## src/rtl/mm_setup_pkg.sv

```systemverilog
// Shared definitions for the Montgomery setup engine: FSM encoding, default width
// and the iteration-counter width helper.
package mm_setup_pkg;

    typedef enum logic [1:0] {
        IDLE,
        RUN,
        ERR,
        DONE
    } state_t;

    localparam int MM_W_DEFAULT = 16;

    // The counter has to hold values up to 2*W.
    function automatic int cnt_width(input int w);
        return $clog2(2 * w + 1);
    endfunction

endpackage

```

## src/rtl/mm_nprime_serial.sv

```systemverilog
// Serial Hensel loop computing m = -n^-1 mod 2^W, one bit per step, LSB first.
// Used by mm_setup_gen only when MM_NPRIME_EN is defined.
module mm_nprime_serial
    import mm_setup_pkg::*;
#(
    parameter int W = MM_W_DEFAULT
) (
    input  logic         clk,
    input  logic         rst,
    input  logic         ce,
    input  logic         load,
    input  logic         step,
    input  logic [W-1:0] n,
    output logic [W-1:0] m
);

    logic [W:0] t_q;
    logic [W:0] t_sum;

    // t never exceeds n, so t + n always fits in W+1 bits.
    assign t_sum = t_q[0] ? (t_q + {1'b0, n}) : t_q;

    // NOTE: sequential state uses non-blocking assignments so every register
    // samples the pre-edge values, independent of statement order.
    always_ff @(posedge clk or negedge rst) begin
        if (!rst) begin
            t_q <= '0;
            m   <= '0;
        end else if (ce) begin
            if (load) begin
                t_q <= {{W{1'b0}}, 1'b1};
                m   <= '0;
            end else if (step) begin
                t_q <= t_sum >> 1;
                m   <= {t_q[0], m[W-1:1]};
            end
        end
    end

endmodule

```

## src/rtl/mm_setup_gen.sv

```systemverilog
// Montgomery setup engine: p = R^2 mod n (R = 2^W) by bit-serial double-and-subtract,
// with start/busy/ready/err handshake. Define MM_NPRIME_EN to also produce n' = -n^-1 mod 2^W.
module mm_setup_gen
    import mm_setup_pkg::*;
#(
    parameter int W = MM_W_DEFAULT
) (
    input  logic         clk,
    input  logic         rst,
    input  logic         ce,
    input  logic         start,
    input  logic [W-1:0] n,
    output logic [W-1:0] p,
    output logic [W-1:0] n_prime,
    output logic         busy,
    output logic         ready,
    output logic         err
);

    localparam int               CNT_W = cnt_width(W);
    localparam logic [CNT_W-1:0] LAST  = CNT_W'(2 * W - 1);

    state_t           state_q, state_d;
    logic [CNT_W-1:0] cnt_q;
    logic [W:0]       r_q;
    logic [W:0]       r_next;
    logic [W+1:0]     r_dbl;
    logic             r_ge;
    logic [W-1:0]     n_q;
    logic             load_run, load_err, step, finish_ok, finish_err;

    always_ff @(posedge clk or negedge rst) begin
        if (!rst) state_q <= IDLE;
        else      state_q <= state_d;
    end

    // NOTE: every signal driven here gets a default first, so no path can infer a latch.
    always_comb begin
        state_d    = state_q;
        load_run   = 1'b0;
        load_err   = 1'b0;
        step       = 1'b0;
        finish_ok  = 1'b0;
        finish_err = 1'b0;
        case (state_q)
            IDLE, DONE: begin
                if (ce && start) begin
                    if (n[0]) begin
                        state_d  = RUN;
                        load_run = 1'b1;
                    end else begin
                        state_d  = ERR;
                        load_err = 1'b1;
                    end
                end
            end
            RUN: begin
                if (ce) begin
                    step = 1'b1;
                    if (cnt_q == LAST) begin
                        state_d   = DONE;
                        finish_ok = 1'b1;
                    end
                end
            end
            ERR: begin
                if (ce) begin
                    state_d    = DONE;
                    finish_err = 1'b1;
                end
            end
            default: state_d = IDLE;
        endcase
    end

    // r < n holds throughout, so 2r < 2n and a single conditional subtract reduces it.
    always_comb begin
        r_dbl  = {1'b0, r_q, 1'b0};
        r_ge   = (r_dbl >= {2'b00, n_q});
        r_next = r_ge ? (r_dbl[W:0] - {1'b0, n_q}) : r_dbl[W:0];
    end

    always_ff @(posedge clk or negedge rst) begin
        if (!rst) begin
            cnt_q <= '0;
            r_q   <= '0;
            n_q   <= '0;
            p     <= '0;
            busy  <= 1'b0;
            ready <= 1'b0;
            err   <= 1'b0;
        end else begin
            if (load_run || load_err) begin
                n_q   <= n;
                cnt_q <= '0;
                // Start from 1 mod n, which is 0 for the degenerate modulus n = 1.
                r_q   <= (n == {{(W-1){1'b0}}, 1'b1}) ? '0 : {{W{1'b0}}, 1'b1};
                p     <= '0;
                busy  <= 1'b1;
                ready <= 1'b0;
                err   <= 1'b0;
            end
            if (step) begin
                r_q   <= r_next;
                cnt_q <= cnt_q + 1'b1;
            end
            if (finish_ok) begin
                p     <= r_next[W-1:0];
                busy  <= 1'b0;
                ready <= 1'b1;
            end
            if (finish_err) begin
                p     <= '0;
                busy  <= 1'b0;
                ready <= 1'b1;
                err   <= 1'b1;
            end
        end
    end

`ifdef MM_NPRIME_EN
    localparam logic [CNT_W-1:0] HALF = CNT_W'(W);

    logic [W-1:0] m;
    logic         h_step;

    // The Hensel loop only needs the first W of the 2W iterations.
    assign h_step = step && (cnt_q < HALF);

    mm_nprime_serial #(.W(W)) u_nprime (
        .clk  (clk),
        .rst  (rst),
        .ce   (ce),
        .load (load_run),
        .step (h_step),
        .n    (n_q),
        .m    (m)
    );

    always_ff @(posedge clk or negedge rst) begin
        if (!rst)                      n_prime <= '0;
        else if (load_run || load_err) n_prime <= '0;
        else if (finish_ok)            n_prime <= m;
    end
`else
    assign n_prime = '0;
`endif

endmodule

```

## config.mk

```make
export PLATFORM = sky130hd
export DESIGN_NAME = mm_setup_gen
export DESIGN_NICKNAME = d
export VERILOG_FILES = /design/src/rtl/mm_setup_pkg.sv /design/src/rtl/mm_nprime_serial.sv /design/src/rtl/mm_setup_gen.sv
export SDC_FILE = /design/constraint.sdc
export NUM_CORES = 1
export LEC_CHECK = 0
export BUFFER_PORTS_ARGS = -buffer_cell sky130_fd_sc_hd__buf_4
export CAP_MARGIN = 20
export CORE_MARGIN = 2
export CORE_UTILIZATION = 55
export DETAILED_ROUTE_END_ITERATION = 16
export PLACE_DENSITY = 0.88
export SLEW_MARGIN = 20
export SYNTH_ARGS = -nofsm -noshare
export SYNTH_HDL_FRONTEND = slang
export SYNTH_SLANG_ARGS = --single-unit
export TNS_END_PERCENT = 20
```

## constraint.sdc

```tcl
create_clock -name clk -period 2.92 [get_ports clk]
set_clock_uncertainty 0.15 [all_clocks]
set_input_delay 0.438 -clock clk [delete_from_list [all_inputs] [get_ports clk]]
set_output_delay 0.438 -clock clk [all_outputs]
set_load 0.05 [all_outputs]
```

# Word level (Yosys, flattened, before mapping)
# Cells that the tools add are included.
[classes]
eq_ne = 9
n_mux = 34
n_reduce_logical = 8
n_addsub = 2
n_lt_le_gt_ge = 1
[ops]
columns = ["op", "count"]
rows = [
  ["$mux 17", 3],
  ["$mux 16", 3],
  ["$mux 1", 20],
  ["$ge 18x16->1", 1],
  ["$sub 17x16->17", 1],
  ["$eq 16x1->1 const B", 1],
  ["$mux 6", 2],
  ["$mux 2", 5],
  ["$ne 2x2->1 const B", 4],
  ["$add 6x1->6 const B", 1],
  ["$eq 6x5->1 const B", 1],
  ["$pmux 2 s3", 1],
  ["$eq 2x2->1 const B", 2],
  ["$reduce_and 4->1", 1],
  ["$reduce_bool 2->1", 2],
  ["$reduce_bool 3->1", 1],
  ["$eq 2x1->1 const B", 1],
  ["$logic_not 2->1", 1],
  ["$reduce_or 2->1", 1],
  ["$logic_and 1x1->1", 1],
  ["$logic_or 1x1->1", 1],
]
[word_totals]
elab_cells = 62
in_bits = 20
out_inout_bits = 35
register_bits = 60

# Logic depth before layout (Yosys ltp)
# Gate-level depths: netlist (run 1).
[logic_depth]
depth_word = 7
depth_mapped = 11
ltp_nobuf = 9

# Worst setup path before layout (run 1)
# OpenSTA, ideal clock, no wires.
[synth_path]
path_type = "reg-to-reg"
from = "reg r_q[12]"
to = "reg p[1]"
setup_time_ps = 132
n_path_buf = 1
slack_ps = 400
arrival_ps = 2238
period_less_slack_ps = 2520
path_stages_with_launch = 9
path_cell_list = "dfrtp_1 -> ha_1 -> a21o_1 -> a311o_1 -> a2111oi_4 -> and2_1 -> buf_6 -> mux2i_1 -> o21ai_1"
[synth_between]
elab_chain_cells = 4
[synth_lines]
columns = ["item", "line", "rtl"]
rows = [
  ["start: declaration", "mm_setup_gen.sv:25", "logic [W:0] r_q;"],
  ["start signal: assignment", "mm_setup_gen.sv:97", "r_q <= (n == {{(W-1){1'b0}}, 1'b1}) ? '0 : {{W{1'b0}}, 1'b1};"],
  ["start signal: assignment", "mm_setup_gen.sv:104", "r_q <= r_next;"],
  ["$ge 18x16->1", "mm_setup_gen.sv:79", "r_ge = (r_dbl >= {2'b00, n_q});"],
  ["$mux 17", "mm_setup_gen.sv:80", "r_next = r_ge ? (r_dbl[W:0] - {1'b0, n_q}) : r_dbl[W:0];"],
  ["$mux 16", "mm_setup_gen.sv:107", "if (finish_ok) begin"],
  ["$mux 16", "mm_setup_gen.sv:112", "if (finish_err) begin"],
  ["end signal: assignment", "mm_setup_gen.sv:108", "p <= r_next[W-1:0];"],
  ["end: declaration", "mm_setup_gen.sv:13", "output logic [W-1:0] p,"],
]
# Every way passes these cells.
# A chain may end at the register's enable or synchronous reset.

# Worst setup path after layout (run 1)
[layout_path]
from = "reg r_q[6]"
to = "reg r_q[13]"
[layout_between]
elab_chain_cells = 3
elab_cells_between_ends = 4
[layout_lines]
columns = ["item", "line", "rtl"]
rows = [
  ["$sub 17x16->17 / $ge 18x16->1 (equally long branches)", "mm_setup_gen.sv:80, mm_setup_gen.sv:79", ""],
  ["$mux 17 (*)", "mm_setup_gen.sv:80", ""],
  ["$mux 17 (*)", "mm_setup_gen.sv:103", "if (step) begin"],
]
# Every way passes the cells marked *; elsewhere a longest branch is shown, timed or not.

==> results.json, run 1 <==
{
  "diodes": 0,
  "period_share": 0.934,
  "filler_cell_count": 518,
  "async_flop_share": 1.00,
  "timing.rr.start": "r_q[6]$_DFFE_PN0P_",
  "detailed_place_hpwl_um": 6300,
  "clk_latency_ns": 0.34,
  "synthFlopType": "dfrtp_1",
  "drive_gt1_frac": 0.164,
  "dp_slack_ns": 0.226,
  "crit_fanout": 11,
  "slew_violations": 0,
  "setup_slack_ns": 0.193,
  "viasPerCell": 5.83,
  "r2r_cells": 8,
  "initial_core_util": 0.568,
  "cp-start-kind": "flop",
  "maxSlewHeadroom": 0.484,
  "clockBufferDepth": 2,
  "rsz0062_at_grt": "no",
  "grt_max_degree": 61,
  "r2r_setup_slack_ns": 0.19,
  "clkSlewWorstSetupHoldPaths_ns": 0.07,
  "cp.required_ns": 2.98,
  "drv_cap": 0,
  "grt_overflow": 0,
  "clock-sinks": 60,
  "ys_seq_area_frac": 0.416,
  "fin_util": 0.647,
  "crit_arrival_ns": 2.79,
  "post_cts_buffers": 0,
  "yosys_warnings": 0,
  "layout_commonest_cell": "dfrtp_1",
  "numCtsBuffers": 9,
  "antenna_found_initial": 0,
  "dp.cells": 507,
  "p_total_mw": 4.49,
  "syn_inst": 401,
  "nets": 481,
  "outcome": "complete, no violations",
  "synth_cell_types": 56,
  "fin_crit_ns": 2.73,
  "reg2reg_to": "r_q[13]$_DFFE_PN0P_",
  "max_freq_ghz": 0.367,
  "htree_levels": 3,
  "tightest_slew_ns": 0.774,
  "die_y_um": 85.0,
  "grt_pass1_vias": 2896,
  "final_cells": 522,
  "synth_top_cell_area_share": 0.416,
  "num_rows": 29,
  "dr.pass1.iters": 4,
  "cts_resized": 0,
  "postCtsHoldBufs": 0,
  "place_congestion": 0.912,
  "ant_nets": 0,
  "endpoint_kind": "flop",
  "power.density_nw_per_um2": 1090,
  "finalInstanceArea_sq_um": 4110,
  "synth-edff-count": 0,
  "hold_slack_ns": 0.0205,
  "vias": 3041,
  "yosysTopAreaCell": "dfrtp_1",
  "die-width_um": 85.0,
  "cts_tree": "built",
  "synthToLayoutAreaGrowth_pct": 13.9,
  "leakagePower_nw": 1.94,
  "finalSetupViolCount": 0,
  "grt_pass1_wl_um": 14100,
  "io_buffers": 38,
  "peakVddDrop_mv": 0.712,
  "setup_tns_ns": 0,
  "hold_class": "primary input to async pin",
  "final-hold-violation-count": 0,
  "syn_avg_cell_area_sq_um": 9.00,
  "wire_per_inst_um": 16.5,
  "ioPinCount": 55,
  "synth_area_sq_um": 3610,
  "final_cell_mix": "60 x dfrtp_1, 53 x nand2_1, 49 x buf_4",
  "drc": 0,
  "critPathKind": "flop to flop",
  "drtIter0Drc": 230,
  "fp.dieArea_sq_um": 7230,
  "seqCellArea_sq_um": 1500,
  "multi_input_area_sq_um": 1860,
  "grt_use_total": 0.250,
  "ys_seq_elements": 60,
  "wl_um": 8620,
  "cts-root-buf": "clkbuf_8",
  "synth_area_leaders": "dfrtp_1 42%, ha_1 6.6%, nand2_1 5.5%",
  "core-area_sq_um": 6350,
  "placedInstanceArea_sq_um": 3910
}
==> worst max path at each step <==
stage                             start             endpoint
finish               r_q[6]$_DFFE_PN0P_  r_q[13]$_DFFE_PN0P_
global route        r_q[12]$_DFFE_PN0P_  r_q[10]$_DFFE_PN0P_
CTS                  r_q[6]$_DFFE_PN0P_     p[1]$_DFFE_PN0P_
detailed placement  r_q[12]$_DFFE_PN0P_     p[6]$_DFFE_PN0P_
global placement    r_q[12]$_DFFE_PN0P_     p[1]$_DFFE_PN0P_
floorplan           r_q[12]$_DFFE_PN0P_     p[1]$_DFFE_PN0P_
==> area by class of cell <==
class | instances | share of cell area
Clock buffer | 10 | 0.0311
Clock inverter | 5 | 0.0189
Inverter | 22 | 0.0201
Multi-Input combinational cell | 299 | 0.452
Sequential cell | 60 | 0.365
Tap cell | 77 | 0.0234
Timing Repair Buffer | 49 | 0.0895
==> per-layer routing <==
metal	routed length [um]	track usage
met4	214	0.0938
met3	427	0.0593
met2	4390	0.411
met1	3590	0.322
met5	0	0
==> worst max-delay path: stages (launching register included) <==
cell and delay [ns]:
dfrtp_1 0.42, ha_1 0.40, a211oi_2 0.32, o211ai_2 0.17, a2111oi_4 0.37, buf_4 0.19, nand2_2 0.19, nand2_1 0.25
o211ai_1 0.13
==> cells in the mapped netlist (10+ instances only) <==
cell and n:
dfrtp_1 60, nand3_1 28, a21oi_1 18, nand2_1 53
clkbuf_1 13, mux2i_1 10, inv_1 22, ha_1 19
o21ai_0 36, buf_4 18, nor2_1 16, o21ai_1 18
==> kinds of logic (layout without fill, tap and decap cells) <==
| family | Yosys count | in the layout | share of synthesized area |
|---|---|---|---|
| mux | 11 | 11 | 0.0309 |
| simple gates | 127 | 127 | 0.164 |
| buf+inv | 57 | 86 | 0.0853 |
| xor+xnor | 12 | 12 | 0.0291 |
| compound gates | 113 | 113 | 0.202 |
| flops | 60 | 60 | 0.416 |
| other cells | 1 | 16 | 0.00104 |
| fa+ha+maj | 20 | 20 | 0.0714 |
==> state kept, by name, indices dropped and copies added, names as in the netlist <==
| register | count |
|---|---|
| cnt_q | 6 |
| state_q | 2 |
| busy | 1 |
| ready | 1 |
| n_q | 16 |
| r_q | 17 |
| p | 16 |
| err | 1 |
==> power by group <==
group          switching (mW)  leakage, nW  internal (mW)
Combinational            1.56         1.04          0.927
Clock                   0.334        0.102          0.473
Sequential              0.146        0.794           1.05
No activity file was read; power rests on OpenSTA's default activity.
==> run 2: changes to the inputs <==
- clock period: 2.92 -> 3.45 ns (I/O delays scaled with it)
==> results.json, run 2 (synthesis results as in run 1) <==
{
  "slew_violations": 0,
  "nets": 474,
  "maxSlewHeadroom": 0.419,
  "drive_gt1_frac": 0.153,
  "ant_nets": 0,
  "clock-sinks": 60,
  "peakVddDrop_mv": 0.730,
  "cts_resized": 0,
  "critPathTopFamily": "compound AO/OA/AOI/OAI gates",
  "clkSlewWorstSetupHoldPaths_ns": 0.07,
  "critPathKind": "flop to flop",
  "fin_util": 0.644,
  "cp-start-kind": "flop",
  "synthToLayoutAreaGrowth_pct": 13.2,
  "finalSetupViolCount": 0,
  "cp.required_ns": 3.51,
  "slowest_delay_ns": 0.57,
  "path_buf_inv": 0,
  "grt_pass1_vias": 2869,
  "r2r_cells": 7,
  "wl_um": 8710,
  "diodes": 0,
  "postCtsHoldBufs": 0,
  "seqCellArea_sq_um": 1500,
  "cts_tree": "built",
  "outcome": "complete, no violations",
  "grt_max_degree": 61,
  "final-hold-violation-count": 0,
  "hold_class": "primary input to async pin",
  "place_congestion": 0.926,
  "fp.dieArea_sq_um": 7230,
  "tightest_slew_ns": 0.869,
  "initial_core_util": 0.568,
  "htree_levels": 3,
  "power.density_nw_per_um2": 930,
  "die-width_um": 85.0,
  "vias": 3073,
  "num_rows": 29,
  "timing.rr.start": "r_q[12]$_DFFE_PN0P_",
  "max_freq_ghz": 0.322,
  "r2r_setup_slack_ns": 0.34,
  "numCtsBuffers": 9,
  "largest_register_ffs": 17,
  "drtIter0Drc": 172,
  "top_register": "r_q",
  "layout_commonest_cell": "dfrtp_1",
  "dp.cells": 500,
  "highest_layer": "met4",
  "placedInstanceArea_sq_um": 3850,
  "grt_pass1_wl_um": 14100,
  "die_y_um": 85.0,
  "slowest_stage": "and2_1",
  "wire_per_inst_um": 16.9,
  "final_cell_mix": "60 x dfrtp_1, 53 x nand2_1, 42 x buf_4",
  "antenna_found_initial": 0,
  "cp_cell_sequence": "ha_1, a21o_1, a311o_1, a2111oi_4, and2_1, mux2i_1, o21ai_1",
  "multi_input_area_sq_um": 1860,
  "endpoint_kind": "flop",
  "wl_met2_um": 4300,
  "drc": 0,
  "post_cts_buffers": 0,
  "drv_cap": 0,
  "period_share": 0.900,
  "clockBufferDepth": 2,
  "met1Wirelength_um": 3530,
  "reg2reg_to": "p[1]$_DFFE_PN0P_",
  "viasPerCell": 5.97,
  "cts-root-buf": "clkbuf_8",
  "final_cells": 515,
  "grt_overflow": 0,
  "filler_cell_count": 502,
  "core-area_sq_um": 6350,
  "fin_crit_ns": 3.11,
  "io_buffers": 38,
  "grt_use_total": 0.249,
  "crit_arrival_ns": 3.16,
  "detailed_place_hpwl_um": 6280,
  "setup_tns_ns": 0,
  "finalInstanceArea_sq_um": 4090,
  "top_regs": "r_q (17), n_q (16), p (16)",
  "rsz0062_at_grt": "no",
  "dr.pass1.iters": 5,
  "clk_latency_ns": 0.34,
  "ioPinCount": 55,
  "leakagePower_nw": 1.93,
  "crit_fanout": 16,
  "met3WireLength_um": 572
}
==> run 2: cell types whose count changed in the layout (fill, tap and decap cells not counted) <==
cell and change:
clkbuf_8 +3, clkinvlp_4 -1, clkbuf_1 -1, clkinv_4 +1, clkinv_2 -2, buf_4 -7
==> run 2: area by class of cell <==
class	count	area share
repair buffers	42	0.0772
clock buffers	12	0.0404
multi-input cells	299	0.454
clock inverters	3	0.0168
well taps	77	0.0236
inverters	22	0.0202
flip-flops and latches	60	0.367
==> run 2: where the power goes <==
group,leakage [nW],switching (mW),internal [mW],total (mW)
clock,0.119,0.278,0.463,0.741
sequential,0.794,0.120,0.886,1.01
combinational,1.01,1.33,0.726,2.05
total,1.93,1.73,2.08,3.80
==> run 2: through the flow <==
stage	total power [mW]	worst slack, ns	hold slack [ns]
3_3_place_gp	2.97	0.547	0.310
3_5_place_dp	3.02	0.425	0.331
6_report	3.80	0.344	0.0984
4_1_cts	3.78	0.408	0.119
5_1_grt	4.04	0.217	0.167
2_1_floorplan	2.66	0.930	0.0719
==> run 2: worst max path at each step <==
stage | start | end | slack [ns] | cells past startpoint
2_1_floorplan | r_q[12]$_DFFE_PN0P_ | p[1]$_DFFE_PN0P_ | 0.93 | 8
3_3_place_gp | r_q[12]$_DFFE_PN0P_ | p[1]$_DFFE_PN0P_ | 0.55 | 7
3_5_place_dp | r_q[12]$_DFFE_PN0P_ | p[1]$_DFFE_PN0P_ | 0.42 | 7
4_1_cts | r_q[12]$_DFFE_PN0P_ | p[1]$_DFFE_PN0P_ | 0.41 | 7
5_1_grt | r_q[12]$_DFFE_PN0P_ | p[1]$_DFFE_PN0P_ | 0.22 | 7
6_report | r_q[12]$_DFFE_PN0P_ | p[1]$_DFFE_PN0P_ | 0.34 | 7
==> run 2: routing by layer <==
metal	vias up	global-route usage
li1	1463	-
met1	1465	0.315
met2	118	0.401
met3	27	0.0613
met4	0	0.118
met5	-	0
==> run 3: changes to the inputs <==
- CELL_PAD_IN_SITES_DETAIL_PLACEMENT: default -> 1
- CELL_PAD_IN_SITES_GLOBAL_PLACEMENT: default -> 1
- CORE_UTILIZATION: 55 -> 47
- PLACE_DENSITY: 0.88 -> 0.95
==> results.json, run 3 (synthesis results as in run 1) <==
{
  "grt_overflow": 0,
  "final_cell_mix": "60 x dfrtp_1, 53 x nand2_1, 42 x buf_4",
  "maxSlewHeadroom": 0.387,
  "clk_latency_ns": 0.35,
  "top_regs": "r_q (17), n_q (16), p (16)",
  "core-area_sq_um": 7330,
  "cts_resized": 0,
  "clock-sinks": 60,
  "crit_arrival_ns": 3.22,
  "ioPinCount": 55,
  "outcome": "complete, no violations",
  "max_freq_ghz": 0.318,
  "top_register": "r_q",
  "hold_class": "primary input to async pin",
  "r2r_setup_slack_ns": 0.30,
  "detailed_place_hpwl_um": 7300,
  "io_buffers": 38,
  "antenna_found_initial": 0,
  "period_share": 0.913,
  "cts_tree": "built",
  "cts-root-buf": "clkbuf_8",
  "cp.required_ns": 3.52,
  "final-hold-violation-count": 0,
  "viasPerCell": 5.89,
  "place_congestion": 0.977,
  "slew_violations": 0,
  "clockBufferDepth": 2,
  "clkSlewWorstSetupHoldPaths_ns": 0.08,
  "nets": 474,
  "numCtsBuffers": 9,
  "layout_commonest_cell": "dfrtp_1",
  "final_cells": 537,
  "finalSetupViolCount": 0,
  "die-width_um": 91.6,
  "wl_um": 10100,
  "clockPowerShare": 0.190,
  "vias": 3165,
  "grt_pass1_vias": 3381,
  "postCtsHoldBufs": 0,
  "fin_crit_ns": 3.15,
  "critPathKind": "flop to flop",
  "seqPwrFrac": 0.262,
  "wire_per_inst_um": 18.9,
  "die_y_um": 91.6,
  "drive_gt1_frac": 0.153,
  "drv_cap": 0,
  "p_switching_mw": 1.81,
  "synthToLayoutAreaGrowth_pct": 13.7,
  "dr.pass1.iters": 4,
  "fp.dieArea_sq_um": 8400,
  "grt_pass1_wl_um": 16800,
  "grt_max_degree": 61,
  "combPwrFrac": 0.548,
  "drc": 0,
  "largest_register_ffs": 17,
  "ant_nets": 0,
  "rsz0062_at_grt": "no",
  "initial_core_util": 0.492,
  "num_rows": 31,
  "htree_levels": 3,
  "sw_frac_of_total": 0.469,
  "dp.cells": 522,
  "dp_slack_ns": 0.368,
  "post_cts_buffers": 0,
  "setup_tns_ns": 0,
  "leakagePower_nw": 1.92,
  "crit_fanout": 16,
  "endpoint_kind": "flop",
  "diodes": 0,
  "intPower_mw": 2.06,
  "peakVddDrop_mv": 0.623,
  "grt_use_total": 0.253,
  "drtIter0Drc": 218,
  "setup_slack_ns": 0.302,
  "power.density_nw_per_um2": 943,
  "cp-start-kind": "flop",
  "tightest_slew_ns": 0.917
}
==> run 3: path summary, 6_finish.rpt <==
check / start / to / depth (start not counted)
max: r_q[12]$_DFFE_PN0P_ / r_q[1]$_DFFE_PN0P_ / 7
min: rst / r_q[13]$_DFFE_PN0P_ / 1
max reg2reg: r_q[12]$_DFFE_PN0P_ / r_q[1]$_DFFE_PN0P_ / 7
min reg2reg: p[9]$_DFFE_PN0P_ / p[9]$_DFFE_PN0P_ / 2
max in group asynchronous: rst / n_q[1]$_DFFE_PN0P_ / 1
min in group clk: n[10] / n_q[10]$_DFFE_PN0P_ / 3
==> run 3: cell type report <==
cell class / count / area, sq um
well taps: 99 / 124
inverters: 22 / 82.6
flip-flops and latches: 60 / 1500
multi-input cells: 299 / 1860
clock inverters: 4 / 72.6
fillers: 849 / 3230
clock buffers: 11 / 151
repair buffers: 42 / 315
==> run 3: power groups by stage <==
stage          clock network, mW  registers (mW)  logic (mW)
6_report                   0.734            1.01        2.12
2_1_floorplan                  0            1.04        1.62
3_5_place_dp                   0            1.02        2.06
3_3_place_gp                   0            1.01        1.94
5_1_grt                    0.773            1.03        2.30
4_1_cts                    0.737            1.01        2.09
==> run 3: critical path: stages, from the launching register on <==
cell and delay, ns:
dfrtp_1 0.42, ha_1 0.39, a21o_1 0.25, a311o_1 0.42, a2111oi_4 0.37, and2_1 0.59, mux2i_1 0.33, o21ai_1 0.10
==> run 3: through the flow <==
stage                     power [mW]  hold slack (ns)  area, sq um   util
after CTS                       3.84            0.127         4100  0.560
after detailed placement        3.08            0.329         3880  0.529
after global placement          2.95            0.310         3880  0.529
final                           3.87           0.0936         4100  0.560
after global routing            4.11            0.142         4100  0.560
after floorplan                 2.66           0.0719         3670      -
==> run 3: routing by layer <==
metal / wire length [um] / share of wire / vias to the layer above / global-route usage
li1: - / - / 1454 / -
met1: 4090 / 0.40 / 1575 / 0.302
met2: 5300 / 0.52 / 104 / 0.446
met3: 451 / 0.044 / 32 / 0.0551
met4: 297 / 0.029 / 0 / 0.0947
met5: 0 / 0 / - / 0
